## src/rtl/mem_arb_pkg.sv

```systemverilog
// Shared encodings for the unified memory port arbiter: FSM states,
// requester ids and the read-latency counter width.
package mem_arb_pkg;

  typedef enum logic [1:0] {
    IDLE  = 2'd0,
    ISSUE = 2'd1,
    WAIT  = 2'd2,
    DONE  = 2'd3
  } arb_state_t;

  localparam logic REQ_CPU = 1'b0;
  localparam logic REQ_LD  = 1'b1;

  localparam int LAT_W = 4;

endpackage

```

## src/rtl/mem_port_arbiter_rr_arb2.sv

```systemverilog
// Two-way round-robin picker. When both requesters ask, the one that was not
// granted last wins; a lone requester always wins.
module rr_arb2
  import mem_arb_pkg::*;
(
  input  logic [1:0] req,
  input  logic       last,
  output logic       gnt
);

  always_comb begin
    gnt = last;
    case (req)
      2'b01:   gnt = REQ_CPU;
      2'b10:   gnt = REQ_LD;
      2'b11:   gnt = ~last;
      default: gnt = last;
    endcase
  end

endmodule

```

## src/rtl/mem_port_arbiter.sv

```systemverilog
// Shares the single CPU memory port between the CPU controller and the
// program loader; one access in flight at a time, fixed read latency.
//
//  state | meaning
//  IDLE  | sample requests, latch the winner's command
//  ISSUE | mem_en strobe for one cycle, load latency counter
//  WAIT  | count down read latency, capture rdata on last cycle
//  DONE  | done pulse to the granted requester, advance pointer
module mem_port_arbiter
  import mem_arb_pkg::*;
#(
  parameter int ADDR_W  = 32,
  parameter int DATA_W  = 32,
  parameter int MEM_LAT = 2
) (
  input  logic              clk,
  input  logic              reset,
  input  logic              cpu_req,
  input  logic              cpu_we,
  input  logic [ADDR_W-1:0] cpu_addr,
  input  logic [DATA_W-1:0] cpu_wdata,
  output logic [DATA_W-1:0] cpu_rdata,
  output logic              cpu_done,
  input  logic              ld_req,
  input  logic              ld_we,
  input  logic [ADDR_W-1:0] ld_addr,
  input  logic [DATA_W-1:0] ld_wdata,
  output logic [DATA_W-1:0] ld_rdata,
  output logic              ld_done,
  output logic              mem_en,
  output logic              mem_we,
  output logic [ADDR_W-1:0] mem_addr,
  output logic [DATA_W-1:0] mem_wdata,
  input  logic [DATA_W-1:0] mem_rdata
);

  localparam logic [LAT_W-1:0] LAT_LOAD = LAT_W'(MEM_LAT);
  localparam logic [LAT_W-1:0] CNT_ONE  = LAT_W'(1);

  arb_state_t        state;
  logic              cmd_we;
  logic              gnt_id;
  logic              last_gnt;
  logic [LAT_W-1:0]  cnt;

  logic              pick;
  logic              sel_we;
  logic [ADDR_W-1:0] sel_addr;
  logic [DATA_W-1:0] sel_wdata;

  rr_arb2 u_rr_arb2 (
    .req  ({ld_req, cpu_req}),
    .last (last_gnt),
    .gnt  (pick)
  );

  always_comb begin
    sel_we    = cpu_we;
    sel_addr  = cpu_addr;
    sel_wdata = cpu_wdata;
    if (pick == REQ_LD) begin
      sel_we    = ld_we;
      sel_addr  = ld_addr;
      sel_wdata = ld_wdata;
    end
  end

  // mem_addr/mem_wdata double as the latched command; they hold until the next grant.
  always_ff @(posedge clk or posedge reset) begin
    if (reset) begin
      state     <= IDLE;
      cmd_we    <= 1'b0;
      gnt_id    <= REQ_CPU;
      last_gnt  <= REQ_LD;
      cnt       <= '0;
      mem_en    <= 1'b0;
      mem_we    <= 1'b0;
      mem_addr  <= '0;
      mem_wdata <= '0;
      cpu_rdata <= '0;
      ld_rdata  <= '0;
      cpu_done  <= 1'b0;
      ld_done   <= 1'b0;
    end else begin
      cpu_done <= 1'b0;
      ld_done  <= 1'b0;
      case (state)
        IDLE: begin
          if (cpu_req || ld_req) begin
            gnt_id    <= pick;
            cmd_we    <= sel_we;
            mem_en    <= 1'b1;
            mem_we    <= sel_we;
            mem_addr  <= sel_addr;
            mem_wdata <= sel_wdata;
            state     <= ISSUE;
          end
        end
        ISSUE: begin
          mem_en <= 1'b0;
          mem_we <= 1'b0;
          cnt    <= LAT_LOAD;
          state  <= WAIT;
        end
        WAIT: begin
          cnt <= cnt - CNT_ONE;
          if (cnt == CNT_ONE) begin
            if (!cmd_we) begin
              if (gnt_id == REQ_LD) ld_rdata  <= mem_rdata;
              else                  cpu_rdata <= mem_rdata;
            end
            cpu_done <= (gnt_id == REQ_CPU);
            ld_done  <= (gnt_id == REQ_LD);
            state    <= DONE;
          end
        end
        DONE: begin
          last_gnt <= gnt_id;
          state    <= IDLE;
        end
        default: state <= IDLE;
      endcase
    end
  end

endmodule

```

## config.mk

```make
export PLATFORM = sky130hd
export DESIGN_NAME = mem_port_arbiter
export DESIGN_NICKNAME = d
export VERILOG_FILES = /design/src/rtl/mem_arb_pkg.sv /design/src/rtl/mem_port_arbiter_rr_arb2.sv /design/src/rtl/mem_port_arbiter.sv
export SDC_FILE = /design/constraint.sdc
export NUM_CORES = 1
export LEC_CHECK = 0
export BUFFER_PORTS_ARGS = -buffer_cell sky130_fd_sc_hd__buf_2
export CORE_AREA = 2 2 114 116
export DETAILED_ROUTE_END_ITERATION = 16
export DIE_AREA = 0 0 116 118
export PLACE_DENSITY = 0.92
export SKIP_CTS_REPAIR_TIMING = 1
export SYNTH_ARGS = -nofsm -noshare
export SYNTH_HDL_FRONTEND = slang
export SYNTH_HIERARCHICAL = 1
export SYNTH_SLANG_ARGS = --single-unit
```

## constraint.sdc

```tcl
create_clock -name clk -period 12 [get_ports clk]
set_input_delay 2.4 -clock clk [delete_from_list [all_inputs] [get_ports clk]]
set_output_delay 2.4 -clock clk [all_outputs]
set_load 0.01 [all_outputs]
```

---- Word-level counts from Yosys, hierarchy flattened ----
Cells that the tools add are included.
word-level totals
  logic and storage cells ................. 51
  flip-flop bits (word level) ............. 141
  input port bits ......................... 166
operators by class
  equality and inequality tests ........... 9
  reductions and logical operators ........ 9
  bitwise operators ....................... 3
  mux-type cells .......................... 16
  add/subtract/negate cells ............... 1
operator list
  kind                                               number
  two-way mux 32 bit                                 2
  == test 2 bit (second input constant)              4
  one-hot mux 2 bit (4 select lines)                 1
  one-hot mux 4 bit (2 select lines)                 1
  AND reduction 4 bit                                2
  two-way mux 1 bit                                  7
  AND reduction 2 bit                                3
  == test 2 x 1 -> 1 bit (second input constant)     2
  == test 4 x 1 -> 1 bit (second input constant)     1
  two-way mux 2 bit                                  2
  inequality test 2 bit (second input constant)      2
  one-hot mux 1 bit (2 select lines)                 2
  nonzero test 2 bit                                 2
  subtractor 4 x 1 -> 4 bit (second input constant)  1
  NOT 1 bit                                          3
  one-hot mux 1 bit (3 select lines)                 1
  logical NOT 2 bit                                  1
  logical OR 1 bit                                   1

---- Longest topological paths before layout ----
  depth after elaboration ................. 5
  gate-level depth with buffers ........... 8
  depth with buffers taken out ............ 5

---- Modules after synthesis ----
Netlist, hierarchy kept.
by module, submodules not included
  module            area each (µm²)  times used  sequential area each (µm²)  cells each
  mem_port_arbiter  6,120.9          1           3,529.6                     477
  rr_arb2           13.8             1           0.0                         2

---- Least setup slack after synthesis ----
OpenSTA, ideal clock, no wires.
  path type ............................... input to register
  from .................................... in ld_req
  to ...................................... reg mem_addr[15]
  setup time .............................. 0.136 ns
  data arrival time ....................... 3.434 ns
  buffers on the path ..................... 3
  cell stages on the path ................. 7
  setup slack ............................. 8.430 ns
  path through ............................ inv_1 mux2i_1 clkbuf_1 buf_2 buf_2 mux2i_1 o21ai_0
between the ends
  longest elaborated chain between the ends .. 3
  elaborated cells between the ends (all ways) .. 7
RTL lines
  item                                                     RTL line                        RTL
  start, declared                                          mem_port_arbiter.sv:24          input logic ld_req,
  == test 2 bit or == test 2 x 1 -> 1 bit (tied branches)  mem_port_arbiter_rr_arb2.sv:13  case (req)
  one-hot mux 1 bit (3 select lines) (*)                   mem_port_arbiter_rr_arb2.sv:13
  named net pick                                           mem_port_arbiter.sv:46          logic pick;
  two-way mux 32 bit (*)                                   mem_port_arbiter.sv:61          if (pick == REQ_LD) begin
  end signal, assigned                                     mem_port_arbiter.sv:94          mem_addr <= sel_addr;
  end, declared                                            mem_port_arbiter.sv:32          output logic [ADDR_W-1:0] mem_addr,
The timed path passes the listed nets; every way through them passes the cells marked *.
A chain may end at the register's enable or synchronous reset.

---- Final worst setup path ----
  from .................................... in ld_req
  to ...................................... reg mem_we
between the ends
  longest elaborated chain between the ends .. 5
  elaborated cells between the ends (all ways) .. 10
RTL lines
  item                                                     RTL line                        RTL
  == test 2 bit or == test 2 x 1 -> 1 bit (tied branches)  mem_port_arbiter_rr_arb2.sv:13
  one-hot mux 1 bit (3 select lines) (*)                   mem_port_arbiter_rr_arb2.sv:13
  named net pick                                           mem_port_arbiter.sv:46
  two-way mux 1 bit (*)                                    mem_port_arbiter.sv:61
  two-way mux 1 bit (*)                                    mem_port_arbiter.sv:89          if (cpu_req || ld_req) begin
  one-hot mux 1 bit (2 select lines) (*)                   mem_port_arbiter.sv:87          case (state)
  end signal, assigned                                     mem_port_arbiter.sv:93          mem_we <= sel_we;
  end, declared                                            mem_port_arbiter.sv:31          output logic mem_we,
The timed path passes the listed nets; every way through them passes the cells marked *. The select of a mux whose other input is x is not followed.

==> impl.org <==
** Synthesis
- Post-synthesis share of cell area spent on xor and xnor gates :: 0%
- Portion of the post-synthesis area used by sequential elements :: 57.5%
- Post-synth net total :: 652
- Complex-gate fraction of the synthesized area :: 6.55%
- The synthesized netlist occupies a cell area of 6130 um2.
- Main combinational cell family by area after synthesis :: multiplexers
- The synthesized design devotes to its leading area cell type 57.1% of total area.
- Synthesis instantiated 31 different standard cells from the library.
- Measured against the total synthesized area, the mux share comes to 24.9%.
- In this run the mean area of a mapped cell was 12.8 um2.
- Top cells by area, synth :: sky130_fd_sc_hd__dfrtp_1 (57%), sky130_fd_sc_hd__mux2i_1 (11%), sky130_fd_sc_hd__mux2_4 (7.3%)
- Of all flip-flops after synthesis, the portion carrying an async set or reset was 100%.
- #FFs+latches synth :: 141
- Post-synthesis cell type with the largest combined area :: sky130_fd_sc_hd__dfrtp_1
- Number of synthesized flops with an enable pin :: 0
- After Yosys synthesis, full adders, half adders and majority gates account for 1.43% of the synthesized area.
- Most used flip-flop cell after synthesis :: sky130_fd_sc_hd__dfrtp_1
- Number of warnings issued by yosys :: 6
- Of the total synthesized cell area, the portion taken by AND, OR, NAND and NOR gates is 5.81%.
- After technology mapping, the gate count stands at 479.

** Clocking
- The cell sitting at the root of the clock tree is a sky130_fd_sc_hd__clkbuf_16.
- Clock latency on the worst-skew pair, taken at its later pin, is 0.41 ns.
- Clock transition at the registers of the reported paths :: 0.06 ns
- TritonCTS clock tree :: built
- The clock passes through at most 2 buffers.
- Number of buffers added by the clock tree synthesis step :: 17
- Sinks on Clock Net :: 141
- The clock tree synthesis step divided the H-tree into 4 levels.

** Status
- Result of the run :: finished clean

** Setup path
- Data on the critical path arrives at its endpoint at 4.81 ns.
- The startpoint identified for the worst register-to-register timing path is last_gnt.
- The critical path goes through buf_2 -> inv_1 -> mux2i_4 -> buf_4 -> mux2i_1 -> or3_1 -> nand2_1.
- Tracing the worst setup path back leads to its startpoint at ld_req.
- The worst setup path is of the in2reg kind.
- Kind of start point of the critical path :: input port
- Of all nets on the critical path, the largest fanout is 42.
- STA classifies the critical path endpoint as a flop.
- The slowest stage of the critical path is the sky130_fd_sc_hd__mux2i_4 cell.
- Crit path required time :: 12.34 ns
- Largest stage delay on the critical path :: 0.92 ns

** Drt
- Detail Route Antenna Nets :: 0
- For this run, design rule violations remaining after detail routing come to 0.
- Per-cell routed wire length :: 16.8 um
- Ratio of routed vias to standard cells :: 5.00
- Summed over all layers, the routed wires come to 16,000 um.
- The final route contains 4,768 vias.
- The first detailed-routing pass took 4 iterations.
- Number of DRC markers in iteration 0 :: 336

** Die
- Once the floorplan was initialized, standard cells occupied 49.4% of the core.
- The region available for standard cell placement spans 12,400 um2.
- Die Y-Extent :: 118 um
- Row generation in the floorplan step produced 41 rows.
- Ports placed on the boundary :: 298
- The die covers 13,700 um2.
- Die width :: 116 um

** Flow run
- Max-cap violations in this run came to 0.

** Final layout
- 0 antenna diodes ended up in the layout.
- Of the cells placed in the final design, the portion with a size suffix greater than 1 is 52.0%.
- Compared with the post-synthesis result, the final layout area differs by 35.3%.
- The net count of the finished layout is 942.
- Final Non-Filler Cells :: 953
- Filler Cell Count :: 933

** Timing
- Min Clock Period, post-route :: 4.47 ns
- Setup Skew :: 0.00744 ns
- Hold violation count in the final report :: 0
- Highest clock rate :: 0.224 GHz
- Setup repair after global routing missed its margin :: no
- Worst slew slack as a fraction of its limit :: 18.2%
- Total count of max-transition violations in the final report :: 0
- At the pin with the least slew margin, the transition time is 1.20 ns.
- After layout, the worst path uses 37.3% of the clock period.
- The tightest hold path in the finished design has a slack of 0.476 ns.
- Aggregate negative setup slack :: 0 ns
- Setup violations remaining at the end of the flow were counted as 0.

** Global routing
- The via count of the first global-routing pass came to 4,912.
- First-pass GRT wire length :: 24,900 um
- The number of antenna violations at the first check in global routing came to 0.
- Largest net degree at the start of global routing :: 83
- Leftover overflow at the end of global routing :: 0
- Global routing used 23.7% of the available tracks across all layers.

** Place
- Once detailed placement completed, the half-perimeter wirelength came to 11,800 um.
- Port Buf Inserts :: 297
- Total placed cells including tap cells :: 922
- At the end of routability-driven placement, the weighted congestion stood at 0.847.

** Power
- For this design the ratio of total power to cell area is 268 nW/um2.
- VDD sags by at most 0.000117 V.
- Standby leakage power :: 0.00443 uW

** Hold path
- The min-delay analysis places its worst path in the category reg2reg.
- Start point of the worst min-delay path :: mem_wdata[28]
per-stage QoR:
stage	total power [uW]	instance area, um2	worst slack (ns)	util, %
2_1_floorplan	1340	6130	5.82	-
3_3_place_gp	1650	7710	7.12	62.1
3_5_place_dp	1700	7710	7.04	62.1
4_1_cts	2240	8300	7.47	66.9
5_1_grt	2360	8300	7.32	66.9
6_report	2220	8300	7.53	66.9
routing by layer:
| metal | vias to the layer above | GRT usage (%) | part of all wire (%) |
|---|---|---|---|
| li1 | 2256 | - | - |
| met1 | 2249 | 27.6 | 39 |
| met2 | 227 | 40.6 | 51 |
| met3 | 36 | 6.80 | 8.0 |
| met4 | 0 | 9.52 | 2.7 |
| met5 | - | 0 | 0 |
cells in the mapped netlist, drive strengths merged, types with 2 or more instances:
library cell,n
nand3b,2
dfrtp,140
inv,9
o21ai,69
mux2i,66
mux2,67
or3,4
ha,7
nor2,2
nand2,66
buf,21
clkbuf,10
nand3,3
path summary, 6_finish.rpt:
| kind | endpoint | slack [ns] | depth (start not counted) |
|---|---|---|---|
| setup reg to reg | mem_we | 9.14 | 5 |
| min in group asynchronous | ld_rdata[27] | 2.04 | 2 |
| hold reg to reg | mem_wdata[28] | 0.48 | 2 |
| hold / removal | mem_wdata[28] | 0.48 | 2 |
| max in group asynchronous | mem_addr[26] | 8.54 | 3 |
| setup / recovery | mem_we | 7.53 | 7 |
cell usage in the layout (no fill, tap or decap), types with 2 or more instances in the layout:
| cell | n |
|---|---|
| sky130_fd_sc_hd__mux2i_1 | 65 |
| sky130_fd_sc_hd__nand2_1 | 66 |
| sky130_fd_sc_hd__mux2_4 | 30 |
| sky130_fd_sc_hd__clkbuf_16 | 17 |
| sky130_fd_sc_hd__nand3b_1 | 2 |
| sky130_fd_sc_hd__o21ai_1 | 10 |
| sky130_fd_sc_hd__ha_1 | 7 |
| sky130_fd_sc_hd__nor2_1 | 2 |
| sky130_fd_sc_hd__o21ai_0 | 58 |
| sky130_fd_sc_hd__or3_1 | 3 |
| sky130_fd_sc_hd__clkinv_4 | 2 |
| sky130_fd_sc_hd__inv_1 | 8 |
| sky130_fd_sc_hd__nand3_1 | 3 |
| sky130_fd_sc_hd__clkinv_2 | 2 |
| sky130_fd_sc_hd__inv_6 | 3 |
| sky130_fd_sc_hd__clkinvlp_4 | 4 |
| sky130_fd_sc_hd__bufinv_16 | 3 |
| sky130_fd_sc_hd__buf_4 | 5 |
| sky130_fd_sc_hd__buf_2 | 297 |
| sky130_fd_sc_hd__dfrtp_1 | 140 |
| sky130_fd_sc_hd__mux2_2 | 37 |
sequential cells by signal, indices dropped and copies added (netlist names):
name	count
ld_done	1
mem_en	1
mem_wdata	32
cmd_we	1
last_gnt	1
gnt_id	1
mem_we	1
mem_addr	32
cpu_rdata	32
state	2
ld_rdata	32
cnt	4
cpu_done	1
where the power goes:
group	internal (uW)	leakage [uW]	switching, uW
logic	400	0.00245	451
registers	710	0.00170	134
clock network	327	0.000279	201
logic make-up (layout without fill, tap and decap cells):
family / Yosys count / in the layout
fa+ha+maj: 7 / 7
buf+inv: 40 / 342
mux: 133 / 133
compound gates: 76 / 76
flops: 141 / 141
simple gates: 82 / 82
area by class of cell:
type / instances / area (um2) / share of cell area [%]
flip-flops and latches: 141 / 3530 / 42.5
multi-input cells: 298 / 2400 / 28.9
repair buffers: 302 / 1520 / 18.4
clock buffers: 18 / 429 / 5.17
well taps: 172 / 215 / 2.59
clock inverters: 13 / 165 / 1.99
inverters: 9 / 38.8 / 0.467
critical path, delay by kind of cell:
kind	cells	cell delay, ns
mux	2	1.09
buf+inv	3	0.92
simple gates	2	0.39
Power figures use the tool's default switching activity.
